<file path="src/rtl/branch_predictor_param.sv">
// IF-stage branch/jump predictor: saturating-counter PHT, tagged BTB, return address stack,
// and an IF->ID record of the prediction made, checked against the resolution in ID.
module branch_predictor_param #(
  parameter int INDEX_BITS = 3,
  parameter int CTR_BITS   = 2,
  parameter int TAG_BITS   = 8,
  parameter int RAS_DEPTH  = 4
) (
  input  logic        clk,
  input  logic        reset_n,
  input  logic        stall,
  input  logic [31:0] pc_if,
  input  logic [31:0] inst_if,
  input  logic [31:0] pc_id,
  input  logic [31:0] inst_id,
  input  logic        branch_decision,
  input  logic [31:0] branch_target_id,
  output logic        branch_prediction,
  output logic        branch_redo,
  output logic [31:0] branch_target_if
);
  localparam int ENTRIES = 2 ** INDEX_BITS;
  localparam int PTR_W   = (RAS_DEPTH > 1) ? $clog2(RAS_DEPTH) : 1;
  localparam int CNT_W   = $clog2(RAS_DEPTH + 1);
  localparam logic [CTR_BITS-1:0] CTR_INIT = CTR_BITS'((2 ** (CTR_BITS - 1)) - 1);
  localparam logic [CTR_BITS-1:0] CTR_MAX  = '1;
  localparam logic [PTR_W-1:0]    PTR_LAST = PTR_W'(RAS_DEPTH - 1);
  localparam logic [CNT_W-1:0]    CNT_FULL = CNT_W'(RAS_DEPTH);
  localparam logic [6:0] OP_BRANCH = 7'b1100011;
  localparam logic [6:0] OP_JAL    = 7'b1101111;
  localparam logic [6:0] OP_JALR   = 7'b1100111;

  typedef struct packed {
    logic br;
    logic jal;
    logic ret;
    logic ijmp;
    logic call;
  } cls_t;

  function automatic cls_t decode(input logic [6:0] op, input logic [4:0] rd, input logic [4:0] rs1);
    cls_t c;
    logic rd_link;
    logic rs1_link;
    rd_link  = (rd == 5'd1) || (rd == 5'd5);
    rs1_link = (rs1 == 5'd1) || (rs1 == 5'd5);
    c.br   = (op == OP_BRANCH);
    c.jal  = (op == OP_JAL);
    c.ret  = (op == OP_JALR) && (rd == 5'd0) && rs1_link;
    c.ijmp = (op == OP_JALR) && !c.ret;
    c.call = ((op == OP_JAL) || (op == OP_JALR)) && rd_link;
    return c;
  endfunction

  function automatic logic [PTR_W-1:0] ptr_inc(input logic [PTR_W-1:0] p);
    return (p == PTR_LAST) ? '0 : p + 1'b1;
  endfunction

  function automatic logic [PTR_W-1:0] ptr_dec(input logic [PTR_W-1:0] p);
    return (p == '0) ? PTR_LAST : p - 1'b1;
  endfunction

  logic [CTR_BITS-1:0] pht_q [ENTRIES];
  logic [CTR_BITS-1:0] pht_d [ENTRIES];
  logic [ENTRIES-1:0]  btb_valid_q, btb_valid_d;
  logic [TAG_BITS-1:0] btb_tag_q [ENTRIES];
  logic [TAG_BITS-1:0] btb_tag_d [ENTRIES];
  logic [31:0]         btb_tgt_q [ENTRIES];
  logic [31:0]         btb_tgt_d [ENTRIES];
  logic [31:0]         ras_q [RAS_DEPTH];
  logic [31:0]         ras_d [RAS_DEPTH];
  logic [PTR_W-1:0]    ras_ptr_q, ras_ptr_d;
  logic [CNT_W-1:0]    ras_cnt_q, ras_cnt_d;
  logic                pred_taken_id_q, pred_taken_id_d;
  logic [31:0]         pred_target_id_q, pred_target_id_d;

  cls_t                cls_if, cls_id;
  logic [INDEX_BITS-1:0] idx_if, idx_id;
  logic [TAG_BITS-1:0] tag_if, tag_id;
  logic [31:0]         pc_if_next, pc_id_next;
  logic                hit_if, taken_if, actual_taken, redo;
  logic                ras_nonempty;
  logic [31:0]         ras_top, tgt_if, pred_target_if;
  logic                unused_inst;

  assign unused_inst = ^{inst_if[31:20], inst_if[14:12], inst_id[31:20], inst_id[14:12]};

  assign cls_if     = decode(inst_if[6:0], inst_if[11:7], inst_if[19:15]);
  assign cls_id     = decode(inst_id[6:0], inst_id[11:7], inst_id[19:15]);
  assign idx_if     = pc_if[INDEX_BITS+1:2];
  assign idx_id     = pc_id[INDEX_BITS+1:2];
  assign tag_if     = pc_if[INDEX_BITS+TAG_BITS+1:INDEX_BITS+2];
  assign tag_id     = pc_id[INDEX_BITS+TAG_BITS+1:INDEX_BITS+2];
  assign pc_if_next = pc_if + 32'd4;
  assign pc_id_next = pc_id + 32'd4;

  always_comb begin
    actual_taken = cls_id.br ? branch_decision : 1'b1;
    redo = (cls_id.br || cls_id.jal || cls_id.ret || cls_id.ijmp) &&
           ((actual_taken != pred_taken_id_q) ||
            (actual_taken && (branch_target_id != pred_target_id_q)));

    // IF sees the stack as it will be after this cycle's ID push/pop
    if (cls_id.call) begin
      ras_nonempty = 1'b1;
      ras_top      = pc_id_next;
    end else if (cls_id.ret) begin
      ras_nonempty = (ras_cnt_q > CNT_W'(1));
      ras_top      = ras_q[ptr_dec(ptr_dec(ras_ptr_q))];
    end else begin
      ras_nonempty = (ras_cnt_q != '0);
      ras_top      = ras_q[ptr_dec(ras_ptr_q)];
    end

    hit_if   = btb_valid_q[idx_if] && (btb_tag_q[idx_if] == tag_if);
    taken_if = 1'b0;
    tgt_if   = btb_tgt_q[idx_if];
    if (cls_if.br) begin
      taken_if = pht_q[idx_if][CTR_BITS-1] && hit_if;
    end else if (cls_if.jal || cls_if.ijmp) begin
      taken_if = hit_if;
    end else if (cls_if.ret) begin
      taken_if = ras_nonempty;
      tgt_if   = ras_top;
    end
    pred_target_if = taken_if ? tgt_if : pc_if_next;

    branch_redo       = redo;
    branch_prediction = !redo && taken_if;
    branch_target_if  = redo ? (actual_taken ? branch_target_id : pc_id_next) : pred_target_if;
  end

  always_comb begin
    pht_d            = pht_q;
    btb_valid_d      = btb_valid_q;
    btb_tag_d        = btb_tag_q;
    btb_tgt_d        = btb_tgt_q;
    ras_d            = ras_q;
    ras_ptr_d        = ras_ptr_q;
    ras_cnt_d        = ras_cnt_q;
    pred_taken_id_d  = pred_taken_id_q;
    pred_target_id_d = pred_target_id_q;
    if (!stall) begin
      pred_taken_id_d  = redo ? 1'b0 : taken_if;
      pred_target_id_d = redo ? 32'd0 : pred_target_if;
      if (cls_id.br) begin
        if (branch_decision && (pht_q[idx_id] != CTR_MAX)) begin
          pht_d[idx_id] = pht_q[idx_id] + 1'b1;
        end else if (!branch_decision && (pht_q[idx_id] != '0)) begin
          pht_d[idx_id] = pht_q[idx_id] - 1'b1;
        end
      end
      if ((cls_id.br && branch_decision) || cls_id.jal || cls_id.ijmp) begin
        btb_valid_d[idx_id] = 1'b1;
        btb_tag_d[idx_id]   = tag_id;
        btb_tgt_d[idx_id]   = branch_target_id;
      end
      // a return that also links swaps the top entry in place
      if (cls_id.ret && cls_id.call && (ras_cnt_q != '0)) begin
        ras_d[ptr_dec(ras_ptr_q)] = pc_id_next;
      end else if (cls_id.call) begin
        ras_d[ras_ptr_q] = pc_id_next;
        ras_ptr_d        = ptr_inc(ras_ptr_q);
        ras_cnt_d        = (ras_cnt_q == CNT_FULL) ? CNT_FULL : ras_cnt_q + 1'b1;
      end else if (cls_id.ret && (ras_cnt_q != '0)) begin
        ras_ptr_d = ptr_dec(ras_ptr_q);
        ras_cnt_d = ras_cnt_q - 1'b1;
      end
    end
  end

  always_ff @(posedge clk or negedge reset_n) begin
    if (!reset_n) begin
      for (int i = 0; i < ENTRIES; i++) begin
        pht_q[i]     <= CTR_INIT;
        btb_tag_q[i] <= '0;
        btb_tgt_q[i] <= '0;
      end
      for (int i = 0; i < RAS_DEPTH; i++) begin
        ras_q[i] <= '0;
      end
      btb_valid_q      <= '0;
      ras_ptr_q        <= '0;
      ras_cnt_q        <= '0;
      pred_taken_id_q  <= 1'b0;
      pred_target_id_q <= '0;
    end else begin
      pht_q            <= pht_d;
      btb_valid_q      <= btb_valid_d;
      btb_tag_q        <= btb_tag_d;
      btb_tgt_q        <= btb_tgt_d;
      ras_q            <= ras_d;
      ras_ptr_q        <= ras_ptr_d;
      ras_cnt_q        <= ras_cnt_d;
      pred_taken_id_q  <= pred_taken_id_d;
      pred_target_id_q <= pred_target_id_d;
    end
  end
endmodule
</file>
<file path="config.mk">
export PLATFORM = sky130hd
export DESIGN_NAME = branch_predictor_param
export DESIGN_NICKNAME = d
export VERILOG_FILES = /design/src/rtl/branch_predictor_param.sv
export SDC_FILE = /design/constraint.sdc
export NUM_CORES = 1
export LEC_CHECK = 0
export CAP_MARGIN = 20
export CORE_ASPECT_RATIO = 1.4
export CORE_UTILIZATION = 55
export CTS_BUF_LIST = sky130_fd_sc_hd__clkbuf_4
export DETAILED_ROUTE_END_ITERATION = 16
export PLACE_DENSITY = 0.76
export SETUP_SLACK_MARGIN = 0.05
export SLEW_MARGIN = 20
export SYNTH_ARGS = -nofsm -noshare
export SYNTH_HDL_FRONTEND = slang
export SYNTH_SLANG_ARGS = --single-unit
</file>
<file path="constraint.sdc">
create_clock -name clk -period 4.6 [get_ports clk]
set_clock_uncertainty 0.1 [all_clocks]
set_input_delay 0.92 -clock clk [delete_from_list [all_inputs] [get_ports clk]]
set_output_delay 0.92 -clock clk [all_outputs]
set_load 0.01 [all_outputs]
</file>
==> results.sh <==
export IMPL_hold_ws_ps=22.2
export IMPL_yosys_area_top_type="dfrtp_1"
export IMPL_rsz0062_at_grt="yes"
export IMPL_async_reset_ff_share_pct=100
export IMPL_track_usage_pct=33.7
export IMPL_layout_common_cells="502 x dfrtp_1, 346 x mux2_2, 287 x buf_4"
export IMPL_placed_cells=3119
export IMPL_setup_worst_path_class="input port to output pin"
export IMPL_arrival_ps=3700
export IMPL_pwr_share_comb_pct=12.7
export IMPL_grt_pass1_wl_um=126000
export IMPL_die_width_um=189
export IMPL_num_rows=95
export IMPL_antenna_left=0
export IMPL_cap_violations=0
export IMPL_crit_chain="clkdlybuf4s50_1, or4b_4, nor4_2, buf_4, inv_2, a22o_1, a41oi_4, buf_6, buf_16, buf_12, mux2_4, o21ai_2, buf_2"
export IMPL_root_buffer="clkbuf_4"
export IMPL_timing_hold_violations_final=0
export IMPL_internal_power_w=0.00689
export IMPL_worstSkewPairLatency_ps=870
export IMPL_synth_nets=2381
export IMPL_crit_fanout=5
export IMPL_power_density_nw_per_um2=280
export IMPL_clkTransAtPathRegs_ps=60
export IMPL_syn_to_final_growth_pct=25.2
export IMPL_viasPerCell=6.15
export IMPL_coreArea_um2=48100
export IMPL_slowest_stage="or4b_4"
export IMPL_crit_family="buffers and inverters"
export IMPL_cts_hold_buf=0
export IMPL_routedWlPerCell_um=24.2
export IMPL_clk_path_buf_depth=3
export IMPL_cts_tree="yes"
export IMPL_place_gp_congestion=0.961
export IMPL_switchingPower_w=0.00252
export IMPL_leakagePower_nw=15.9
export IMPL_initial_core_util_pct=55.8
export IMPL_netlist_instances=2204
export IMPL_synth_area_top_cells="dfrtp_1 47%, mux2_2 15%, mux4_2 12%, mux2i_1 3.8%, nand2_1 3.1%"
export IMPL_antenna_found_initial=3
export IMPL_drc=0
export IMPL_grt_overflow=0
export IMPL_worstHoldPathType="input port to asynchronous set/reset pin"
export IMPL_cpPeakStageDelay_ps=490
export IMPL_min_period_ps=4720
export IMPL_synth_cell_types=53
export IMPL_final_util_pct=69.9
export IMPL_grt_max_degree=106
export IMPL_drv_slew=0
export IMPL_fillerInstances=3292
export IMPL_synth_avg_cell_area_um2=12.2
export IMPL_cp_end_kind="output pin"
export IMPL_dp_hpwl_um=55000
export IMPL_status="finished with violations"
export IMPL_register_area_um2=12800
export IMPL_violations="setup timing"
export IMPL_cts_buffers_inserted=119
export IMPL_synth_cell_area_um2=26900
export IMPL_worst_pin_slew_ps=894
export IMPL_synth_edf_count=0
export IMPL_ios=198
export IMPL_yosysTopAreaCellShare_pct=46.7
export IMPL_yosysWarnings=0
export IMPL_cts_num_sinks=510
export IMPL_pwr_share_clk_pct=37.4
export IMPL_setup_violations=29
export IMPL_wl_um=81700
export IMPL_synth_seq_cells=510
export IMPL_final_cells=3370
export IMPL_cp_data_required_time_ps=3580
export IMPL_cp_buffers_inverters=7
export IMPL_nNetsFinal=2829
export IMPL_io_buffers=165
export IMPL_die_height_um=264
export IMPL_first_global_vias=21742
export IMPL_dr_pass1_iters=5
export IMPL_ys_seq_area_share_pct=47.5
export IMPL_h_tree_depth=3
export IMPL_fmax_mhz=212
export IMPL_drive_above_1_share_pct=43.2
export IMPL_multi_input_area_um2=13800
export IMPL_dieArea_um2=49800
export IMPL_fin_ws_ps=-120
export IMPL_drt_iter0_drc=1687
export IMPL_sequentialPowerShare_pct=49.9
export IMPL_vias=20713
export IMPL_timing_final_crit_share_pct=103
export IMPL_layout_commonest_cell="dfrtp_1"
export IMPL_vdd_drop_max_uv=165
export IMPL_start_kind="input port"
export IMPL_maxSlewHeadroom_pct=40.4
export IMPL_swShare_pct=26.8
export IMPL_synth_ff_type="dfrtp_1"
power by group through the flow:
stage | Combinational (W) | Sequential [W] | Clock (W)
6_report | 0.00120 | 0.00470 | 0.00352
3_5_place_dp | 0.00113 | 0.00478 | 0
4_1_cts | 0.00117 | 0.00470 | 0.00359
2_1_floorplan | 0.000512 | 0.00475 | 0
5_1_grt | 0.00127 | 0.00471 | 0.00379
3_3_place_gp | 0.00110 | 0.00476 | 0
synthesized netlist by cell type (8+ instances only):
cell      instances
nor2b_1           9
buf_1            14
clkbuf_1        126
nand4_1          23
ha_1             13
o21ai_1          20
a22o_1           19
nand3_1          36
xor2_1           36
a21oi_1          61
mux4_2          142
a31oi_1          29
buf_2            36
and3_1           11
nor2_1          122
nand2b_1         11
nand2_1         224
inv_1            17
dfrtp_1         502
mux2_4           10
dfstp_2           8
mux2i_1         102
o21ai_0         121
xnor2_1          59
and2_1           11
nor3_1           12
mux2_2          361
worst paths after layout:
path                                                       start                          endpoint  slack (ps)  depth (start not counted)
worst min-delay path                                     reset_n             ras_q[65]$_DFFE_PN0P_          20                          1
min in group clk                      btb_valid_q[3]$_DFFE_PN0P_        btb_valid_q[3]$_DFFE_PN0P_         370                          1
max in group asynchronous                                reset_n        btb_tgt_q[197]$_DFFE_PN0P_        3110                          2
worst max register to register  pred_target_id_q[20]$_DFFE_PN0N_  pred_target_id_q[16]$_DFFE_PN0N_        1350                         13
worst max-delay path                                 inst_if[16]              branch_target_if[23]        -120                         13
worst min register to register        btb_valid_q[3]$_DFFE_PN0P_        btb_valid_q[3]$_DFFE_PN0P_         370                          1
cell families after synthesis:
group / count (synthesis) / share of synthesized area, %
buffers and inverters: 203 / 3.24
flip-flops: 510 / 47.5
multiplexers: 616 / 31.4
AND/OR/NAND/NOR: 486 / 8.08
XOR/XNOR: 95 / 3.09
adder cells (fa/ha/maj): 13 / 0.605
AO/OA/AOI/OAI: 281 / 6.06
per-layer routing:
metal / track usage (%) / wire (um) / vias to the layer above
li1: - / - / 8935
met3: 7.35 / 6400 / 252
met4: 21.5 / 5100 / 0
met5: 0 / 0 / -
met1: 41.8 / 30700 / 10539
met2: 53.4 / 39500 / 987
layout make-up:
cell class | instances | share of cell area (%)
multi-input cells | 1491 | 40.9
flip-flops and latches | 510 | 37.9
repair buffers | 513 | 14.3
clock buffers | 170 | 3.79
well taps | 630 | 2.34
clock inverters | 36 | 0.487
inverters | 17 | 0.197
diodes | 3 | 0.0223
metrics by stage:
| stage | power, W | setup TNS (ps) | instance area (um2) | worst slack [ps] |
|---|---|---|---|---|
| floorplan | 0.00527 | 0 | 26900 | 433 |
| global placement | 0.00586 | -20910 | 31300 | -737 |
| detailed placement | 0.00591 | -21700 | 31300 | -747 |
| CTS | 0.00946 | -1900 | 33500 | -127 |
| global route | 0.00977 | -5120 | 33700 | -255 |
| finish | 0.00942 | -1800 | 33700 | -120 |
timing repair:
item | 4_1_cts | 5_1_grt
buffers inserted | 29 | 10
endpoints found under the hold margin | 0 | 0
endpoints found under the setup margin | 34 | 34
pin swaps | 29 | 14
gates cloned | 5 | 0
resized for setup | 278 | 40
state kept, by name, indices dropped and copies added, names as in the netlist, named ones only:
name              count
btb_tgt_q           256
ras_q               128
btb_tag_q            64
pred_target_id_q     32
btb_valid_q           8
pht_q                 8
ras_cnt_q             3
ras_ptr_q             2
pred_taken_id_q       1
worst register-to-register path: cells and delay by family, from the launching register on:
kind | cells | cell delay, ps
AO/OA/AOI/OAI | 3 | 580
AND/OR/NAND/NOR | 4 | 950
XOR/XNOR | 1 | 230
flip-flops | 1 | 420
buffers and inverters | 5 | 880
Note: power is estimated with default switching activity, not from simulation.
